### src/rtl/decode_if.sv
// decode_if: fetch-side and execute-side handshake bundle for the decode stage.
interface decode_if #(
    parameter int INST_W = 32,
    parameter int ADDR_W = 5
);
    logic              in_valid;
    logic              in_ready;
    logic [INST_W-1:0] in_inst;
    logic              out_valid;
    logic              out_ready;
    logic [ADDR_W-1:0] out_DA, out_AA, out_BA;
    logic              out_RW, out_PS, out_MW, out_MB, out_MA, out_CS;
    logic [1:0]        out_MD, out_BS;
    logic [3:0]        out_FS;
    logic              out_illegal;
    modport slave (
        input  in_valid, in_inst, out_ready,
        output in_ready, out_valid, out_DA, out_AA, out_BA, out_RW, out_PS, out_MW,
               out_MB, out_MA, out_CS, out_MD, out_BS, out_FS, out_illegal
    );
    modport master (
        output in_valid, in_inst, out_ready,
        input  in_ready, out_valid, out_DA, out_AA, out_BA, out_RW, out_PS, out_MW,
               out_MB, out_MA, out_CS, out_MD, out_BS, out_FS, out_illegal
    );
endinterface

### src/rtl/decode_stage.sv
// decode_stage: registered valid/ready instruction decoder with load-use stall and flush.
module decode_stage #(
    parameter int INST_W = 32,
    parameter int ADDR_W = 5,
    parameter int CNT_W  = 16
) (
    input  logic             clk,
    input  logic             rst,
    input  logic             flush,
    decode_if.slave          bus,
    output logic [CNT_W-1:0] stall_cnt
);
    logic [6:0]        op;
    logic [ADDR_W-1:0] da, aa, ba;
    logic              rw, ps, mw, mb, ma, cs, ill;
    logic [1:0]        md, bs;
    logic [3:0]        fs;
    logic              hazard, accept;

    assign op = bus.in_inst[INST_W-1 -: 7];
    assign da = bus.in_inst[INST_W-8 -: ADDR_W];
    assign aa = bus.in_inst[INST_W-8-ADDR_W -: ADDR_W];
    assign ba = bus.in_inst[INST_W-8-2*ADDR_W -: ADDR_W];

    always_comb begin
        {rw, ps, mw, mb, ma, cs, ill} = '0;
        md = 2'b00;
        bs = 2'b00;
        fs = op[3:0];
        case (op)
            7'h40, 7'h02, 7'h05, 7'h08, 7'h09, 7'h0A, 7'h0B, 7'h0C, 7'h0D, 7'h0E: rw = 1'b1;
            7'h22, 7'h25: {rw, mb, cs} = 3'b111;
            7'h28, 7'h29, 7'h2A, 7'h42, 7'h45: {rw, mb} = 2'b11;
            7'h10: begin rw = 1'b1; md = 2'b01; end
            7'h20: mw = 1'b1;
            7'h70: bs = 2'b10;
            7'h65: begin rw = 1'b1; md = 2'b10; end
            7'h60: begin bs = 2'b01; {mb, cs} = 2'b11; end
            7'h4C: begin bs = 2'b01; {ps, mb, cs} = 3'b111; fs = 4'b0000; end
            7'h68: begin bs = 2'b11; {mb, cs} = 2'b11; end
            7'h30: begin bs = 2'b11; {rw, mb, ma, cs} = 4'b1111; end
            7'h00: ;
            default: begin fs = 4'b0000; ill = 1'b1; end
        endcase
    end

    // Load-use: the held LD writes a register the incoming instruction reads.
    assign hazard = bus.in_valid & bus.out_valid & bus.out_RW & (bus.out_MD == 2'b01) &
                    ((!ma & (bus.out_DA == aa)) | (!mb & (bus.out_DA == ba)));
    assign bus.in_ready = !rst & !flush & !hazard & (!bus.out_valid | bus.out_ready);
    assign accept = bus.in_valid & bus.in_ready;

    always_ff @(posedge clk) begin
        if (rst) begin
            bus.out_valid <= 1'b0;
            {bus.out_DA, bus.out_AA, bus.out_BA} <= '0;
            {bus.out_RW, bus.out_PS, bus.out_MW, bus.out_MB, bus.out_MA, bus.out_CS} <= '0;
            {bus.out_MD, bus.out_BS, bus.out_FS, bus.out_illegal} <= '0;
        end else if (flush) begin
            bus.out_valid <= 1'b0;
        end else if (accept) begin
            bus.out_valid <= 1'b1;
            {bus.out_DA, bus.out_AA, bus.out_BA} <= {da, aa, ba};
            {bus.out_RW, bus.out_PS, bus.out_MW, bus.out_MB, bus.out_MA, bus.out_CS} <=
                {rw, ps, mw, mb, ma, cs};
            {bus.out_MD, bus.out_BS, bus.out_FS, bus.out_illegal} <= {md, bs, fs, ill};
        end else if (bus.out_valid & bus.out_ready) begin
            bus.out_valid <= 1'b0;
        end
    end

    always_ff @(posedge clk) begin
        if (rst) stall_cnt <= '0;
        else if (hazard & !flush & ~&stall_cnt) stall_cnt <= stall_cnt + 1'b1;
    end
endmodule

### src/flat_wrapper.sv
// flat-port wrapper written by rule: the top's interface ports become plain ports
module decode_stage_flat 
#(
    parameter int INST_W = 32,
    parameter int ADDR_W = 5,
    parameter int CNT_W  = 16
)
  (clk, rst, flush, stall_cnt, bus_in_valid, bus_in_inst, bus_out_ready, bus_in_ready, bus_out_valid, bus_out_DA, bus_out_AA, bus_out_BA, bus_out_RW, bus_out_PS, bus_out_MW, bus_out_MB, bus_out_MA, bus_out_CS, bus_out_MD, bus_out_BS, bus_out_FS, bus_out_illegal);
  decode_if #(.INST_W(INST_W), .ADDR_W(ADDR_W)) bus_i ();
  input  logic clk;
  input  logic rst;
  input  logic flush;
  output logic [CNT_W-1:0] stall_cnt;
  input wire logic [$bits(bus_i.in_valid)-1:0] bus_in_valid;
  input wire logic [$bits(bus_i.in_inst)-1:0] bus_in_inst;
  input wire logic [$bits(bus_i.out_ready)-1:0] bus_out_ready;
  output wire logic [$bits(bus_i.in_ready)-1:0] bus_in_ready;
  output wire logic [$bits(bus_i.out_valid)-1:0] bus_out_valid;
  output wire logic [$bits(bus_i.out_DA)-1:0] bus_out_DA;
  output wire logic [$bits(bus_i.out_AA)-1:0] bus_out_AA;
  output wire logic [$bits(bus_i.out_BA)-1:0] bus_out_BA;
  output wire logic [$bits(bus_i.out_RW)-1:0] bus_out_RW;
  output wire logic [$bits(bus_i.out_PS)-1:0] bus_out_PS;
  output wire logic [$bits(bus_i.out_MW)-1:0] bus_out_MW;
  output wire logic [$bits(bus_i.out_MB)-1:0] bus_out_MB;
  output wire logic [$bits(bus_i.out_MA)-1:0] bus_out_MA;
  output wire logic [$bits(bus_i.out_CS)-1:0] bus_out_CS;
  output wire logic [$bits(bus_i.out_MD)-1:0] bus_out_MD;
  output wire logic [$bits(bus_i.out_BS)-1:0] bus_out_BS;
  output wire logic [$bits(bus_i.out_FS)-1:0] bus_out_FS;
  output wire logic [$bits(bus_i.out_illegal)-1:0] bus_out_illegal;
  assign bus_i.in_valid = bus_in_valid;
  assign bus_i.in_inst = bus_in_inst;
  assign bus_i.out_ready = bus_out_ready;
  assign bus_in_ready = bus_i.in_ready;
  assign bus_out_valid = bus_i.out_valid;
  assign bus_out_DA = bus_i.out_DA;
  assign bus_out_AA = bus_i.out_AA;
  assign bus_out_BA = bus_i.out_BA;
  assign bus_out_RW = bus_i.out_RW;
  assign bus_out_PS = bus_i.out_PS;
  assign bus_out_MW = bus_i.out_MW;
  assign bus_out_MB = bus_i.out_MB;
  assign bus_out_MA = bus_i.out_MA;
  assign bus_out_CS = bus_i.out_CS;
  assign bus_out_MD = bus_i.out_MD;
  assign bus_out_BS = bus_i.out_BS;
  assign bus_out_FS = bus_i.out_FS;
  assign bus_out_illegal = bus_i.out_illegal;
  decode_stage #(.INST_W(INST_W), .ADDR_W(ADDR_W), .CNT_W(CNT_W)) u_core (.clk(clk), .rst(rst), .flush(flush), .bus(bus_i), .stall_cnt(stall_cnt));
endmodule
### config.mk
export PLATFORM = sky130hd
export DESIGN_NAME = decode_stage_flat
export DESIGN_NICKNAME = d
export VERILOG_FILES = /design/src/rtl/decode_if.sv /design/src/rtl/decode_stage.sv /design/src/flat_wrapper.sv
export SDC_FILE = /design/constraint.sdc
export NUM_CORES = 1
export LEC_CHECK = 0
export CAP_MARGIN = 20
export CORE_MARGIN = 2
export CORE_UTILIZATION = 41
export CTS_CLUSTER_DIAMETER = 150
export DETAILED_ROUTE_END_ITERATION = 6
export PLACE_DENSITY_LB_ADDON = 0.05
export SLEW_MARGIN = 20
export SYNTH_ARGS = -nofsm -noshare
export SYNTH_HDL_FRONTEND = slang
export SYNTH_SLANG_ARGS = --single-unit
### constraint.sdc
create_clock -name clk -period 2.05 [get_ports clk]
set_input_delay 0.205 -clock clk [delete_from_list [all_inputs] [get_ports clk]]
set_output_delay 0.205 -clock clk [all_outputs]
set_load 0.005 [all_outputs]
==> results.yml <==
synthesis:
  ys_top_cells_by_area: "dfxtp_1, a21oi_1, mux2i_1"
  ys_seq_area_frac: 0.374
  avgSynthCellArea_um2: 8.45
  synth_ff_type: "dfxtp_1"
  synth.largest_area_cell: "dfxtp_1"
  yosysMostFrequentCell: "dfxtp_1"
  synth_fp_nets: 336
  synthCells: 298
  ys_ff_latch: 47
  async_flop_share: 0
  synth_common_cells: "dfxtp_1, nand2_1, nor2_1"
  synth.top_cell.area_share: 0.374
  syn_area_um2: 2520
  ys_types: 47
  yosys_warnings: 0
  synth_edf_count: 0
worst_setup_path:
  cpLargestDelayFamily: "compound AO/OA/AOI/OAI gates"
  crit_slowest_cell: "a2111oi_4"
  path_buf_inv: 6
  crit_chain: "buf_6 > or3b_4 > a2111oi_4 > nor4b_4 > buf_4 > buf_12 > a21oi_4 > buf_4 > buf_4 > buf_4 > nand2b_1 > a21oi_1"
  worstSetupStartpointType: "input port"
  cp.required_ns: 2.27
  cp-end-kind: "flop"
  r2r_slack_ns: 0.04
  cp_max_fo: 4
  critical_path_class: "input port to flop"
  cpPeakStageDelay_ns: 0.43
  cp.arrival_ns: 2.29
  crit_top_cell: "buf_4"
global_routing:
  grt_pass1_vias: 2581
  grt_overflow: 0
  met2_usage: 0.403
  antenna_found_initial: 0
  track_usage: 0.240
  grt_pass1_wl_mm: 12.5
  busiest_layer: "met2"
  gr-usage-met3: 0.0478
  grt_max_degree: 48
  use_met1: 0.315
cts:
  clkTransAtPathRegs_ns: 0.09
  cts-root-buf: "clkbuf_8"
  hold_buffers: 0
  cts_tree: "done"
  insertion_delay_ns: 0.30
  htreeDepth: 2
  cts.path.max_buffers: 2
  numClockSinks: 47
  numCtsBuffers: 5
layout:
  multiInputGateArea_um2: 1520
  areaGrowthSynthToFinish_pct: 61.1
  nets: 471
  fill_cells: 476
  register_area_um2: 950
  diodes: 0
  final_cells: 509
  layout-drive-gt1-share: 0.279
timing:
  worst_slew_pin_slew_ns: 0.499
  period_share: 1.01
  finalHoldViolCount: 0
  timing.final.ws_setup_ns: -0.0201
  setup_viol: 1
  slew_headroom: 0.668
  fin_skew_ns: 0.00837
  finalCriticalPeriod_ns: 2.07
  rsz0062_at_grt: "true"
  worst_hold_slack_ns: 0.337
  maxSlewViolCount: 0
  fmaxAchievable_ghz: 0.483
pwr:
  p_int_uw: 1390
  power_frac_comb: 0.174
  seqPwrFrac: 0.505
  p_leak_uw: 0.00154
  ir_worst_vdd_uv: 351
  power.density_nw_per_um2: 458
  net-switching-power_uw: 471
  swShare: 0.253
  p_clk_frac: 0.320
place:
  place_inst: 479
  port_buffers: 74
  place_hpwl_mm: 5.16
  gp_congestion: 0.886
floorplanning:
  coreArea_um2: 5920
  die_h_um: 82.4
  dieArea_um2: 6790
  dieWidth_um: 82.4
  rows: 28
  initial_utilization: 0.425
  ioPinCount: 85
drt:
  vias: 2689
  ant_nets: 0
  dr.pass1.iters: 4
  drt-wirelength-per-cell_um: 15.1
  drc_errors: 0
  drt_iter0_markers: 152
  via_per_inst: 5.28
  postRouteWirelength_mm: 7.68
hold_path:
  hold_path_class: "input port to flop"
run_status:
  status: "complete, but fails checks"
  violations: "negative setup slack"
job:
  cap_violations: 0
-- power groups by stage --
stage                     clock network [uW]  logic [uW]  registers [uW]
after floorplan                            0         131             961
after global placement                     0         296             960
after detailed placement                   0         297             960
after CTS                                618         321             939
after global routing                     654         351             942
final                                    596         324             939
-- tightest hold or removal path: cells and delay by family --
kind                   cells  cell delay, ns
buffers and inverters      2            0.25
and+or+nand+nor            1            0.07
AOI/OAI and AO/OA          1            0.06
-- state kept, by name, summed over array words and instances, names as in the netlist --
signal / cells
u_core.bus.out_AA: 5
u_core.bus.out_BA: 5
u_core.bus.out_BS: 2
u_core.bus.out_CS: 1
u_core.bus.out_DA: 5
u_core.bus.out_FS: 4
u_core.bus.out_MA: 1
u_core.bus.out_MB: 1
u_core.bus.out_MD: 2
u_core.bus.out_MW: 1
u_core.bus.out_PS: 1
u_core.bus.out_RW: 1
u_core.bus.out_illegal: 1
u_core.bus.out_valid: 1
u_core.stall_cnt: 16
-- per-stage QoR --
stage	instance area, um2	setup slack (ns)	TNS, ns	utilization	total power [uW]
finish	4060	-0.0201	-0.0201	0.685	1860
floorplan	2520	0.00809	0	-	1090
global route	4060	-0.107	-1.51	0.685	1950
CTS	3990	-0.0197	-0.0947	0.674	1880
detailed placement	3640	-0.670	-25.69	0.616	1260
global placement	3640	-0.619	-23.62	0.616	1260
-- cell usage in the layout (no fill, tap or decap), types with 2 or more instances in the layout --
| cell type | Yosys | routed |
|---|---|---|
| a2111oi_4 | 3 | 3 |
| a21o_1 | 2 | 2 |
| a21oi_1 | 26 | 25 |
| and2_1 | 3 | 3 |
| buf_2 | 3 | 2 |
| buf_4 | 1 | 65 |
| buf_6 | 4 | 8 |
| clkbuf_8 | 0 | 6 |
| clkdlybuf4s50_1 | 0 | 65 |
| dfxtp_1 | 47 | 40 |
| dfxtp_2 | 0 | 7 |
| inv_1 | 4 | 4 |
| mux2i_1 | 13 | 13 |
| nand2_1 | 31 | 29 |
| nand2_2 | 0 | 2 |
| nand2b_1 | 9 | 9 |
| nand3_1 | 12 | 11 |
| nand3b_1 | 7 | 7 |
| nand4_1 | 12 | 12 |
| nor2_1 | 27 | 26 |
| nor2b_1 | 5 | 3 |
| nor2b_2 | 0 | 2 |
| nor3_1 | 7 | 5 |
| nor3_2 | 0 | 2 |
| nor4b_1 | 3 | 2 |
| o21ai_0 | 16 | 14 |
| o21ai_1 | 1 | 3 |
| or3_1 | 14 | 14 |
| or3b_4 | 2 | 2 |
| xnor2_1 | 3 | 3 |
| xor2_1 | 8 | 8 |
-- per-layer routing --
metal  share of wire  routed length, um  vias up
met5               0                  0        -
met1            0.44               3390     1260
met3           0.052                397       10
met2            0.49               3790       81
met4           0.012                 93        0
li1                -                  -     1338
-- final timing paths --
check	endpoint	from	cells after the start
worst min register to register	u_core.bus.out_FS[0]	u_core.bus.out_FS[0]	2
worst max-delay path	u_core.bus.out_MA	bus_in_inst[27]	12
worst min-delay path	u_core.bus.out_FS[0]	bus_in_inst[25]	4
worst max register to register	u_core.stall_cnt[14]	u_core.bus.out_DA[4]	7
-- final cells by class --
| cell class | instances | share of cell area |
|---|---|---|
| Multi-Input combinational cell | 227 | 0.375 |
| Tap cell | 75 | 0.0231 |
| Sequential cell | 47 | 0.234 |
| Clock inverter | 1 | 0.00216 |
| Inverter | 4 | 0.00370 |
| Timing Repair Buffer | 148 | 0.340 |
| Clock buffer | 7 | 0.0213 |
-- kinds of logic after synthesis --
group / Yosys count / synth area share
simple gates: 143 / 0.309
compound gates: 59 / 0.167
flops: 47 / 0.374
buf+inv: 24 / 0.0551
mux: 13 / 0.0517
xor+xnor: 11 / 0.0383
fa+ha+maj: 1 / 0.00497
-- repair_timing --
action | in CTS | in global routing
resized for setup | 37 | 29
setup buffers | 14 | 6
gates cloned | 4 | 0
setup endpoints to repair | 48 | 44
pin swaps | 9 | 15
No activity file was read; power rests on OpenSTA's default activity.
